## src/rtl/uart_rx_fifo_pkg.sv

```systemverilog
// Shared definitions for the UART receive path: I/O map, status bits,
// default geometry of the receive buffer and the intake state encoding.
package uart_rx_fifo_pkg;

    // Default receive buffer geometry (byte wide, 16 entries)
    localparam int unsigned RX_DATA_W     = 32'd8;
    localparam int unsigned RX_DEPTH_LOG2 = 32'd4;

    // CPU I/O addresses of the UART register block
    localparam logic [15:0] UART_DATA   = 16'h1000;
    localparam logic [15:0] UART_STATUS = 16'h1004;
    localparam logic [15:0] UART_BAUD   = 16'h1008;

    // Bit positions inside the status word at UART_STATUS
    localparam int unsigned STAT_BUSY_BIT    = 32'd0;
    localparam int unsigned STAT_VALID_BIT   = 32'd1;
    localparam int unsigned STAT_DTR_BIT     = 32'd2;
    localparam int unsigned STAT_OVERRUN_BIT = 32'd3;

    // Intake FSM: take a byte, then two dead cycles while buart clears valid
    typedef enum logic [1:0] {
        RX_IDLE  = 2'b00,
        RX_ACK   = 2'b01,
        RX_GUARD = 2'b10
    } rx_state_e;

endpackage

```

## src/rtl/uart_rx_fifo_if.sv

```systemverilog
// Bundle between the receive buffer and its neighbours: the buart holding
// register handshake on one side, the CPU read/status path on the other.
// The slave modport is the buffer itself; master is whoever drives it.
interface uart_rx_fifo_if
    import uart_rx_fifo_pkg::*;
#(
    parameter int unsigned DATA       = RX_DATA_W,
    parameter int unsigned DEPTH_LOG2 = RX_DEPTH_LOG2
);
    logic                  rx_valid;
    logic [DATA-1:0]       rx_data;
    logic                  rx_rd;
    logic                  pop;
    logic [DATA-1:0]       q;
    logic                  not_empty;
    logic                  full;
    logic [DEPTH_LOG2:0]   count;
    logic                  overrun;
    logic                  clr_overrun;

    modport master (
        output rx_valid, rx_data, pop, clr_overrun,
        input  rx_rd, q, not_empty, full, count, overrun
    );

    modport slave (
        input  rx_valid, rx_data, pop, clr_overrun,
        output rx_rd, q, not_empty, full, count, overrun
    );
endinterface

```

## src/rtl/uart_rx_fifo_sync_fifo.sv

```systemverilog
// Generic single-clock first-word-fall-through FIFO. A push when full is
// only accepted if a pop frees a slot in the same cycle; a pop when empty
// is ignored. Occupancy is kept in its own counter so full and empty are
// unambiguous without an extra pointer bit.
module sync_fifo
    import uart_rx_fifo_pkg::*;
#(
    parameter int unsigned DATA       = RX_DATA_W,
    parameter int unsigned DEPTH_LOG2 = RX_DEPTH_LOG2
) (
    input  logic                clk,
    input  logic                reset,
    input  logic                push,
    input  logic                pop,
    input  logic [DATA-1:0]     wdata,
    output logic [DATA-1:0]     rdata,
    output logic [DEPTH_LOG2:0] count,
    output logic                not_empty,
    output logic                full
);
    localparam int unsigned DEPTH = 32'd1 << DEPTH_LOG2;
    localparam int unsigned CW    = DEPTH_LOG2 + 32'd1;

    localparam logic [DEPTH_LOG2:0]   CNT_FULL = CW'(DEPTH);
    localparam logic [DEPTH_LOG2:0]   CNT_ONE  = CW'(1'b1);
    localparam logic [DEPTH_LOG2-1:0] PTR_ONE  = DEPTH_LOG2'(1'b1);

    logic [DATA-1:0]       mem_r [DEPTH];
    logic [DEPTH_LOG2-1:0] wptr_r;
    logic [DEPTH_LOG2-1:0] rptr_r;
    logic [DEPTH_LOG2:0]   count_r;
    logic                  not_empty_s;
    logic                  full_s;
    logic                  pop_ok_s;
    logic                  push_ok_s;

    // Status flags and accepted push/pop, all derived from the occupancy count
    always_comb begin
        not_empty_s = (count_r != '0);
        full_s      = (count_r == CNT_FULL);
        pop_ok_s    = pop & not_empty_s;
        push_ok_s   = push & (~full_s | pop_ok_s);
    end

    // Storage write; contents need no reset because count gates visibility
    always_ff @(posedge clk) begin
        if (push_ok_s) begin
            mem_r[wptr_r] <= wdata;
        end
    end

    // Pointer and occupancy update; pointers wrap naturally modulo depth
    always_ff @(posedge clk) begin
        if (reset) begin
            wptr_r  <= '0;
            rptr_r  <= '0;
            count_r <= '0;
        end else begin
            if (push_ok_s) begin
                wptr_r <= wptr_r + PTR_ONE;
            end
            if (pop_ok_s) begin
                rptr_r <= rptr_r + PTR_ONE;
            end
            case ({push_ok_s, pop_ok_s})
                2'b10:   count_r <= count_r + CNT_ONE;
                2'b01:   count_r <= count_r - CNT_ONE;
                default: count_r <= count_r;
            endcase
        end
    end

    assign rdata     = mem_r[rptr_r];
    assign count     = count_r;
    assign not_empty = not_empty_s;
    assign full      = full_s;

endmodule

```

## src/rtl/uart_rx_fifo.sv

```systemverilog
// Receive-side buffer between buart and the CPU read path. Each byte in
// buart's holding register is copied into the FIFO and acknowledged with a
// one-cycle rx_rd pulse; two dead cycles follow so the registered clear of
// buart's valid is seen before the next look. A byte arriving while full is
// still acknowledged (buart must never stall) but dropped, and the sticky
// overrun flag records the loss until firmware clears it.
module uart_rx_fifo
    import uart_rx_fifo_pkg::*;
#(
    parameter int unsigned DATA       = RX_DATA_W,
    parameter int unsigned DEPTH_LOG2 = RX_DEPTH_LOG2
) (
    input  logic           clk,
    input  logic           reset,
    uart_rx_fifo_if.slave  bus
);
    rx_state_e             state_r;
    logic                  rx_rd_r;
    logic                  overrun_r;
    logic                  push_s;
    logic                  drop_s;
    logic [DATA-1:0]       q_s;
    logic [DEPTH_LOG2:0]   count_s;
    logic                  not_empty_s;
    logic                  full_s;

    // Push request and drop detection; when full, not_empty holds so pop is always honoured
    always_comb begin
        push_s = (state_r == RX_IDLE) & bus.rx_valid;
        drop_s = push_s & full_s & ~bus.pop;
    end

    sync_fifo #(
        .DATA       (DATA),
        .DEPTH_LOG2 (DEPTH_LOG2)
    ) u_fifo (
        .clk       (clk),
        .reset     (reset),
        .push      (push_s),
        .pop       (bus.pop),
        .wdata     (bus.rx_data),
        .rdata     (q_s),
        .count     (count_s),
        .not_empty (not_empty_s),
        .full      (full_s)
    );

    // Intake FSM with registered one-cycle acknowledge to buart
    always_ff @(posedge clk) begin
        if (reset) begin
            state_r <= RX_IDLE;
            rx_rd_r <= 1'b0;
        end else begin
            case (state_r)
                RX_IDLE: begin
                    if (bus.rx_valid) begin
                        state_r <= RX_ACK;
                        rx_rd_r <= 1'b1;
                    end else begin
                        state_r <= RX_IDLE;
                        rx_rd_r <= 1'b0;
                    end
                end
                RX_ACK: begin
                    state_r <= RX_GUARD;
                    rx_rd_r <= 1'b0;
                end
                RX_GUARD: begin
                    state_r <= RX_IDLE;
                    rx_rd_r <= 1'b0;
                end
                default: begin
                    state_r <= RX_IDLE;
                    rx_rd_r <= 1'b0;
                end
            endcase
        end
    end

    // Sticky overrun: a drop sets it and wins over a same-cycle clear
    always_ff @(posedge clk) begin
        if (reset) begin
            overrun_r <= 1'b0;
        end else if (drop_s) begin
            overrun_r <= 1'b1;
        end else if (bus.clr_overrun) begin
            overrun_r <= 1'b0;
        end else begin
            overrun_r <= overrun_r;
        end
    end

    assign bus.rx_rd     = rx_rd_r;
    assign bus.q         = q_s;
    assign bus.count     = count_s;
    assign bus.not_empty = not_empty_s;
    assign bus.full      = full_s;
    assign bus.overrun   = overrun_r;

endmodule

```

## src/flat_wrapper.sv

```systemverilog
// flat-port wrapper written by rule: the top's interface ports become plain ports
module uart_rx_fifo_flat import uart_rx_fifo_pkg::*;
#(
    parameter int unsigned DATA       = RX_DATA_W,
    parameter int unsigned DEPTH_LOG2 = RX_DEPTH_LOG2
)
  (clk, reset, bus_rx_valid, bus_rx_data, bus_pop, bus_clr_overrun, bus_rx_rd, bus_q, bus_not_empty, bus_full, bus_count, bus_overrun);
  uart_rx_fifo_if #(.DATA(DATA), .DEPTH_LOG2(DEPTH_LOG2)) bus_i ();
  input  logic clk;
  input  logic reset;
  input wire logic [$bits(bus_i.rx_valid)-1:0] bus_rx_valid;
  input wire logic [$bits(bus_i.rx_data)-1:0] bus_rx_data;
  input wire logic [$bits(bus_i.pop)-1:0] bus_pop;
  input wire logic [$bits(bus_i.clr_overrun)-1:0] bus_clr_overrun;
  output wire logic [$bits(bus_i.rx_rd)-1:0] bus_rx_rd;
  output wire logic [$bits(bus_i.q)-1:0] bus_q;
  output wire logic [$bits(bus_i.not_empty)-1:0] bus_not_empty;
  output wire logic [$bits(bus_i.full)-1:0] bus_full;
  output wire logic [$bits(bus_i.count)-1:0] bus_count;
  output wire logic [$bits(bus_i.overrun)-1:0] bus_overrun;
  assign bus_i.rx_valid = bus_rx_valid;
  assign bus_i.rx_data = bus_rx_data;
  assign bus_i.pop = bus_pop;
  assign bus_i.clr_overrun = bus_clr_overrun;
  assign bus_rx_rd = bus_i.rx_rd;
  assign bus_q = bus_i.q;
  assign bus_not_empty = bus_i.not_empty;
  assign bus_full = bus_i.full;
  assign bus_count = bus_i.count;
  assign bus_overrun = bus_i.overrun;
  uart_rx_fifo #(.DATA(DATA), .DEPTH_LOG2(DEPTH_LOG2)) u_core (.clk(clk), .reset(reset), .bus(bus_i));
endmodule
```

## config.mk

```make
export PLATFORM = sky130hd
export DESIGN_NAME = uart_rx_fifo_flat
export DESIGN_NICKNAME = d
export VERILOG_FILES = /design/src/rtl/uart_rx_fifo_pkg.sv /design/src/rtl/uart_rx_fifo_if.sv /design/src/rtl/uart_rx_fifo_sync_fifo.sv /design/src/rtl/uart_rx_fifo.sv /design/src/flat_wrapper.sv
export SDC_FILE = /design/constraint.sdc
export NUM_CORES = 1
export LEC_CHECK = 0
export ABC_AREA = 0
export BUFFER_PORTS_ARGS = -buffer_cell sky130_fd_sc_hd__buf_2
export CAP_MARGIN = 10
export CORE_ASPECT_RATIO = 0.6
export CORE_MARGIN = 2
export CORE_UTILIZATION = 55
export CTS_CLUSTER_DIAMETER = 60
export DETAILED_ROUTE_END_ITERATION = 16
export GPL_TIMING_DRIVEN = 0
export MAX_ROUTING_LAYER = met4
export PLACE_DENSITY_LB_ADDON = 0.08
export SKIP_CTS_REPAIR_TIMING = 1
export SLEW_MARGIN = 20
export SYNTH_ARGS = -nofsm -noshare
export SYNTH_HDL_FRONTEND = slang
export SYNTH_SLANG_ARGS = --single-unit
```

## constraint.sdc

```tcl
create_clock -name clk -period 4.05 [get_ports clk]
set_input_delay 0 -clock clk [delete_from_list [all_inputs] [get_ports clk]]
set_output_delay 0 -clock clk [all_outputs]
set_load 0.02 [all_outputs]
```

==> results.toml, run 1 <==
[status]
status = "complete, no violations"

[sta]
slew_headroom = 0.280
timing.fmax_mhz = 317
timing.setup.tns_ns = 0
finalMaxSlewViolations = 0
setup_viol = 0
rsz0062_at_grt = "false"
clock_skew_ns = 0.0130
tightest_slew_ns = 1.08
fin_crit_sh = 0.779
hold_viol = 0
setup_slack_ns = 0.896
period_needed_ns = 3.15

[logic_synthesis]
yosysUniqueCellTypes = 43
synth-main-ff-cell = "edfxtp_1"
synth-edff-count = 128
synth_compound_area_frac = 0.0322
synthAdderAreaFrac = 0.0146
synthArstFlopShare = 0
postSynthAreaPerCell_um2 = 19.0
ys_ff_latch = 149
postSynthCellCount = 316
netlist_area_um2 = 5990
synth_top_cell_by_area = "edfxtp_1"
synth_warnings = 0
synth_nets = 336
yosys-top-cells-area = "edfxtp_1 (64%), mux4_2 (15%), dfxtp_1 (7.0%), nor2_1 (1.7%), ha_1 (1.5%)"
synth_simple_gate_area_frac = 0.0503
yosysSeqAreaShare = 0.712
yosysTopAreaCellShare = 0.641
synth_mux_area_frac = 0.163
synth_top_family_by_area = "multiplexers"
synth_xor_area_frac = 0.00877

[final_layout]
diodes = 0
final_net_count = 396
syn2layout_area_growth_pct = 18.2
design_area_um2 = 7080
regArea_um2 = 4260
utilization = 0.668
drive_gt1_frac = 0.321
fillers = 712
multi_input_area_um2 = 1630

[placement]
dp_hpwl_um = 8440
gp_congestion = 0.828
placed_area_um2 = 6360
place_ws_ns = 0.971
port_buffers = 28

[clocking]
root_buffer = "clkbuf_16"
cts_buffers = 17
clockBufferDepth = 2
cts.clk_slew.worst_paths_ns = 0.06
h-tree-depth = 4
tritoncts = "built"
clk_latency_ns = 0.41
numClockSinks = 149

[detailed_routing]
ant_nets = 0
drcViolationCount = 0
drt_pass1_iterations = 4
vias = 3176
post_drt_via_cell_ratio = 6.02
drt_iter0_markers = 323
wire_per_inst_um = 24.2
totalWireLength_um = 12800

[power]
p_leak_nw = 2.34
ir_drop_mv = 0.476
power_w = 0.00453
p_per_area_nw_per_um2 = 639

[floorplanning]
die_y_um = 84.9
rows = 29
core_um2 = 10600
die-area_um2 = 11800
ioPinCount = 30
die_w_um = 139
initial_core_util = 0.566

[global_routing]
grt_pass1_vias = 3121
grt_max_degree = 17
overflow = 0
track_usage = 0.245
grt_pass1_wl_um = 19700
grt_antenna_before_repair = 0

[worst_setup_path]
r2r_start = "u_core.u_fifo.count[0]"
crit_end = "u_core.u_fifo.count[4]"
cp_max_fo = 8
ff2ff_path_depth = 9
r2r_end = "u_core.u_fifo.count[4]"
regToRegSetupSlack_ns = 0.90
critPathCaptureType = "flop"
crit_start = "u_core.u_fifo.count[0]"
start_kind = "flop"
worstPathRequired_ns = 4.35
worstPathArrival_ns = 3.45
critical_path_class = "flop to flop"

[min_path]
min_path_type = "input port to flop"

[job]
max_cap_violations = 0
critical path, cell delays in order (launching register included):
cell	delay (ns)
dfxtp_1	0.42
or4_4	0.58
buf_6	0.16
o211ai_4	0.28
xnor2_1	0.11
ha_1	0.24
o31a_1	0.29
a2111oi_0	0.48
a22oi_1	0.17
mux2_2	0.31
report_power, final:
group	internal, W	leakage [nW]	switching (W)
clock network	0.00104	0.290	0.000617
registers	0.00173	1.33	0.0000605
logic	0.000499	0.722	0.000584
stage by stage:
step	cells	hold slack [ns]
floorplan	316	0.0989
global placement	483	0.259
detailed placement	487	0.276
CTS	519	-0.161
global route	528	0.00384
finish	528	0.00808
worst min path at each step:
| stage | endpoint | from | slack (ns) | depth (start not counted) |
|---|---|---|---|---|
| 5_1_grt | u_core.u_fifo.mem_r[6][3] | bus_rx_data[3] | 0.004 | 1 |
| 2_1_floorplan | u_core.u_fifo.mem_r[0][0] | bus_rx_data[0] | 0.1 | 0 |
| 6_report | u_core.u_fifo.mem_r[2][3] | bus_rx_data[3] | 0.008 | 1 |
| 4_1_cts | u_core.bus.overrun | bus_clr_overrun | -0.16 | 3 |
| 3_5_place_dp | u_core.bus.overrun | bus_clr_overrun | 0.28 | 3 |
| 3_3_place_gp | u_core.bus.overrun | bus_clr_overrun | 0.26 | 3 |
layer usage:
layer  up-vias  part of all wire  track usage
li1       1395                 -            -
met1      1638              0.45        0.378
met2       134              0.45        0.321
met3         9             0.093       0.0604
met4         0            0.0065       0.0826
met5         -                 0            -
final cells by class:
cell class | count | share of cell area
plain buffers | 18 | 0.0138
clock buffers | 18 | 0.0606
clock inverters | 14 | 0.0288
inverters | 5 | 0.00300
multi-input cells | 144 | 0.230
flip-flops and latches | 149 | 0.602
well taps | 139 | 0.0246
repair buffers | 41 | 0.0367
synth_stat cells, types with 2 or more instances:
cell / instances
nand2_1: 7
mux2i_1: 4
edfxtp_1: 128
nor2b_1: 3
a22oi_1: 2
mux4_2: 40
buf_6: 3
nor4b_1: 2
o21ai_0: 5
inv_1: 4
dfxtp_1: 21
o31a_1: 2
a21oi_1: 5
mux2_2: 2
buf_1: 2
nand3_1: 3
buf_2: 3
clkbuf_1: 9
xor2_1: 3
xnor2_1: 3
ha_1: 7
nor2_1: 27
nor3b_1: 2
nand2b_1: 4
nor3_1: 7
flip-flops by register name, summed over array words and instances, names as in the netlist, named ones only:
register and count:
u_core.bus.overrun 1, u_core.bus.rx_rd 1, u_core.state_r 2, u_core.u_fifo.count 5
u_core.u_fifo.mem_r 128, u_core.u_fifo.rptr_r 4, u_core.u_fifo.wptr_r 4
layout by cell type, fill, tap and decap left out, types with 7 or more instances in the layout:
master | netlist | routed
buf_2 | 3 | 31
clkbuf_1 | 9 | 10
clkbuf_16 | 0 | 17
ha_1 | 7 | 7
dlygate4sd3_1 | 0 | 9
edfxtp_1 | 128 | 128
nor2_1 | 27 | 26
nand2_1 | 7 | 7
mux4_2 | 40 | 40
dfxtp_1 | 21 | 21
logic make-up (layout without fill, tap and decap cells):
kind of cell	Yosys count	count (layout)
AO/OA/AOI/OAI	25	25
adder cells (fa/ha/maj)	7	7
multiplexers	47	47
XOR/XNOR	6	6
AND/OR/NAND/NOR	59	59
buffers and inverters	23	96
flip-flops	149	149
Note: power is estimated with default switching activity, not from simulation.
==> run 2, diff against run 1 <==
clock period = 3.1 ns   (was 4.05 ns; I/O delays follow)
==> run 2 against run 1 <==
Against the previous run: non-clock buffer count did not move; sequential power rose by 31%; worst setup slack got worse by 0.80 ns; utilization rose by 0.071 points; routed wire length down 0.12%; combinational power is 32% higher; worst hold slack better by 0.0070 ns; clock-buffer cell count is the same; maximum frequency rose by 5.0%; power is 31% higher; highest routed layer unchanged.
==> results.toml, run 2 (synthesis gave the netlist of run 1 again) <==
[status]
status = "complete, no violations"

[sta]
setup_slack_ns = 0.0948
tightest_slew_ns = 1.04
hold_viol = 0
fin_crit_sh = 0.969
clock_skew_ns = 0.0117
finalMaxSlewViolations = 0
holdWs_ns = 0.0150
period_needed_ns = 3.01
timing.fmax_mhz = 333
setup_viol = 0
slew_headroom = 0.303

[worst_setup_path]
r2r_start = "u_core.u_fifo.count[1]"
start_kind = "flop"
r2r_end = "u_core.u_fifo.count[4]"
ff2ff_path_depth = 10
crit_slowest_cell = "or4_4"
path_buf_inv = 2
cp_slowest_stage_delay_ns = 0.51
critPathCaptureType = "flop"
crit_cells = 10
crit_family = "compound AO/OA/AOI/OAI gates"
critical_path_class = "flop to flop"
cp_max_fo = 8
crit_top_cell = "buf_6"
worstPathRequired_ns = 3.40
crit_end = "u_core.u_fifo.count[4]"
regToRegSetupSlack_ns = 0.09
crit_chain = "buf_6 -> or4_4 -> buf_6 -> o211ai_4 -> xnor2_1 -> ha_1 -> o31a_1 -> a2111oi_2 -> a22oi_1 -> mux2_2"
worstPathArrival_ns = 3.30
crit_start = "u_core.u_fifo.count[1]"

[clocking]
cts_buffers = 17
cts.clk_slew.worst_paths_ns = 0.06
clk_latency_ns = 0.41
numClockSinks = 149
h-tree-depth = 4
clockBufferDepth = 2
root_buffer = "clkbuf_16"
tritoncts = "built"

[job]
max_cap_violations = 0

[floorplanning]
die_y_um = 84.9
initial_core_util = 0.566
rows = 29
ioPinCount = 30
core_um2 = 10600
die_w_um = 139
die-area_um2 = 11800

[detailed_routing]
wire_per_inst_um = 24.2
drt_iter0_markers = 336
drcViolationCount = 0
vias = 3137
post_drt_via_cell_ratio = 5.94
totalWireLength_um = 12800
ant_nets = 0
drt_pass1_iterations = 4

[placement]
port_buffers = 28
gp_congestion = 0.828
dp_hpwl_um = 8440
dp.cells = 487
place_ws_ns = 0.0212

[min_path]
min_path_cells = 1
holdCritStartpoint = "bus_rx_data[3]"
min_path_type = "input port to flop"

[global_routing]
grt_pass1_vias = 3121
overflow = 0
grt_max_degree = 17
grt_pass1_wl_um = 19700
track_usage = 0.245
grt_antenna_before_repair = 0

[final_layout]
syn2layout_area_growth_pct = 18.3
diodes = 0
final_cell_mix = "edfxtp_1 (128), mux4_2 (40), buf_2 (31)"
largest_register_ffs = 128
final_net_count = 396
final_common_cell = "edfxtp_1"
drive_gt1_frac = 0.326
regMostFlops = "u_core.u_fifo.mem_r"
stdcell_count = 528

[power]
ir_drop_mv = 0.618
power_w = 0.00592
p_per_area_nw_per_um2 = 836
p_leak_nw = 2.34
-- run 2: cell count changes in the layout (fill, tap and decap cells not counted) --
cell / delta
a2111oi_0: -1
a2111oi_2: +1
dfxtp_1: -1
dfxtp_2: +1
-- run 2: final cells by class --
class,instances,area (µm²)
Timing Repair Buffer,41,260
Buffer,18,97.6
Fill cell,710,3510
Clock inverter,14,204
Sequential cell,149,4270
Tap cell,139,174
Inverter,5,21.3
Multi-Input combinational cell,144,1640
Clock buffer,18,429
-- run 2: power breakdown --
| part | internal (W) | switching (W) | leakage [nW] | total, W |
|---|---|---|---|---|
| registers | 0.00226 | 0.0000780 | 1.33 | 0.00234 |
| clock network | 0.00136 | 0.000801 | 0.290 | 0.00216 |
| logic | 0.000659 | 0.000769 | 0.724 | 0.00143 |
-- run 2: stage by stage --
stage                 TNS, ns   util  cell area, µm²
floorplan                   0      -            5990
finish                      0  0.669            7090
CTS                  -0.00877  0.660            6990
global route        -0.000278  0.669            7090
detailed placement          0  0.600            6360
global placement        -1.09  0.595            6310
-- run 2: metal layers --
metal | routed length, µm | track usage | vias up
met3 | 1250 | 0.0604 | 2
met1 | 5720 | 0.378 | 1609
met5 | 0 | - | -
li1 | - | - | 1393
met4 | 44 | 0.0826 | 0
met2 | 5770 | 0.321 | 133
-- run 2: how the worst min path moves through the flow --
stage	end	slack, ns
after global routing	u_core.u_fifo.mem_r[6][3]	0.004
after global placement	u_core.bus.overrun	0.26
final	u_core.u_fifo.mem_r[6][3]	0.02
after detailed placement	u_core.bus.overrun	0.28
after CTS	u_core.bus.overrun	-0.16
after floorplan	u_core.u_fifo.mem_r[0][0]	0.1
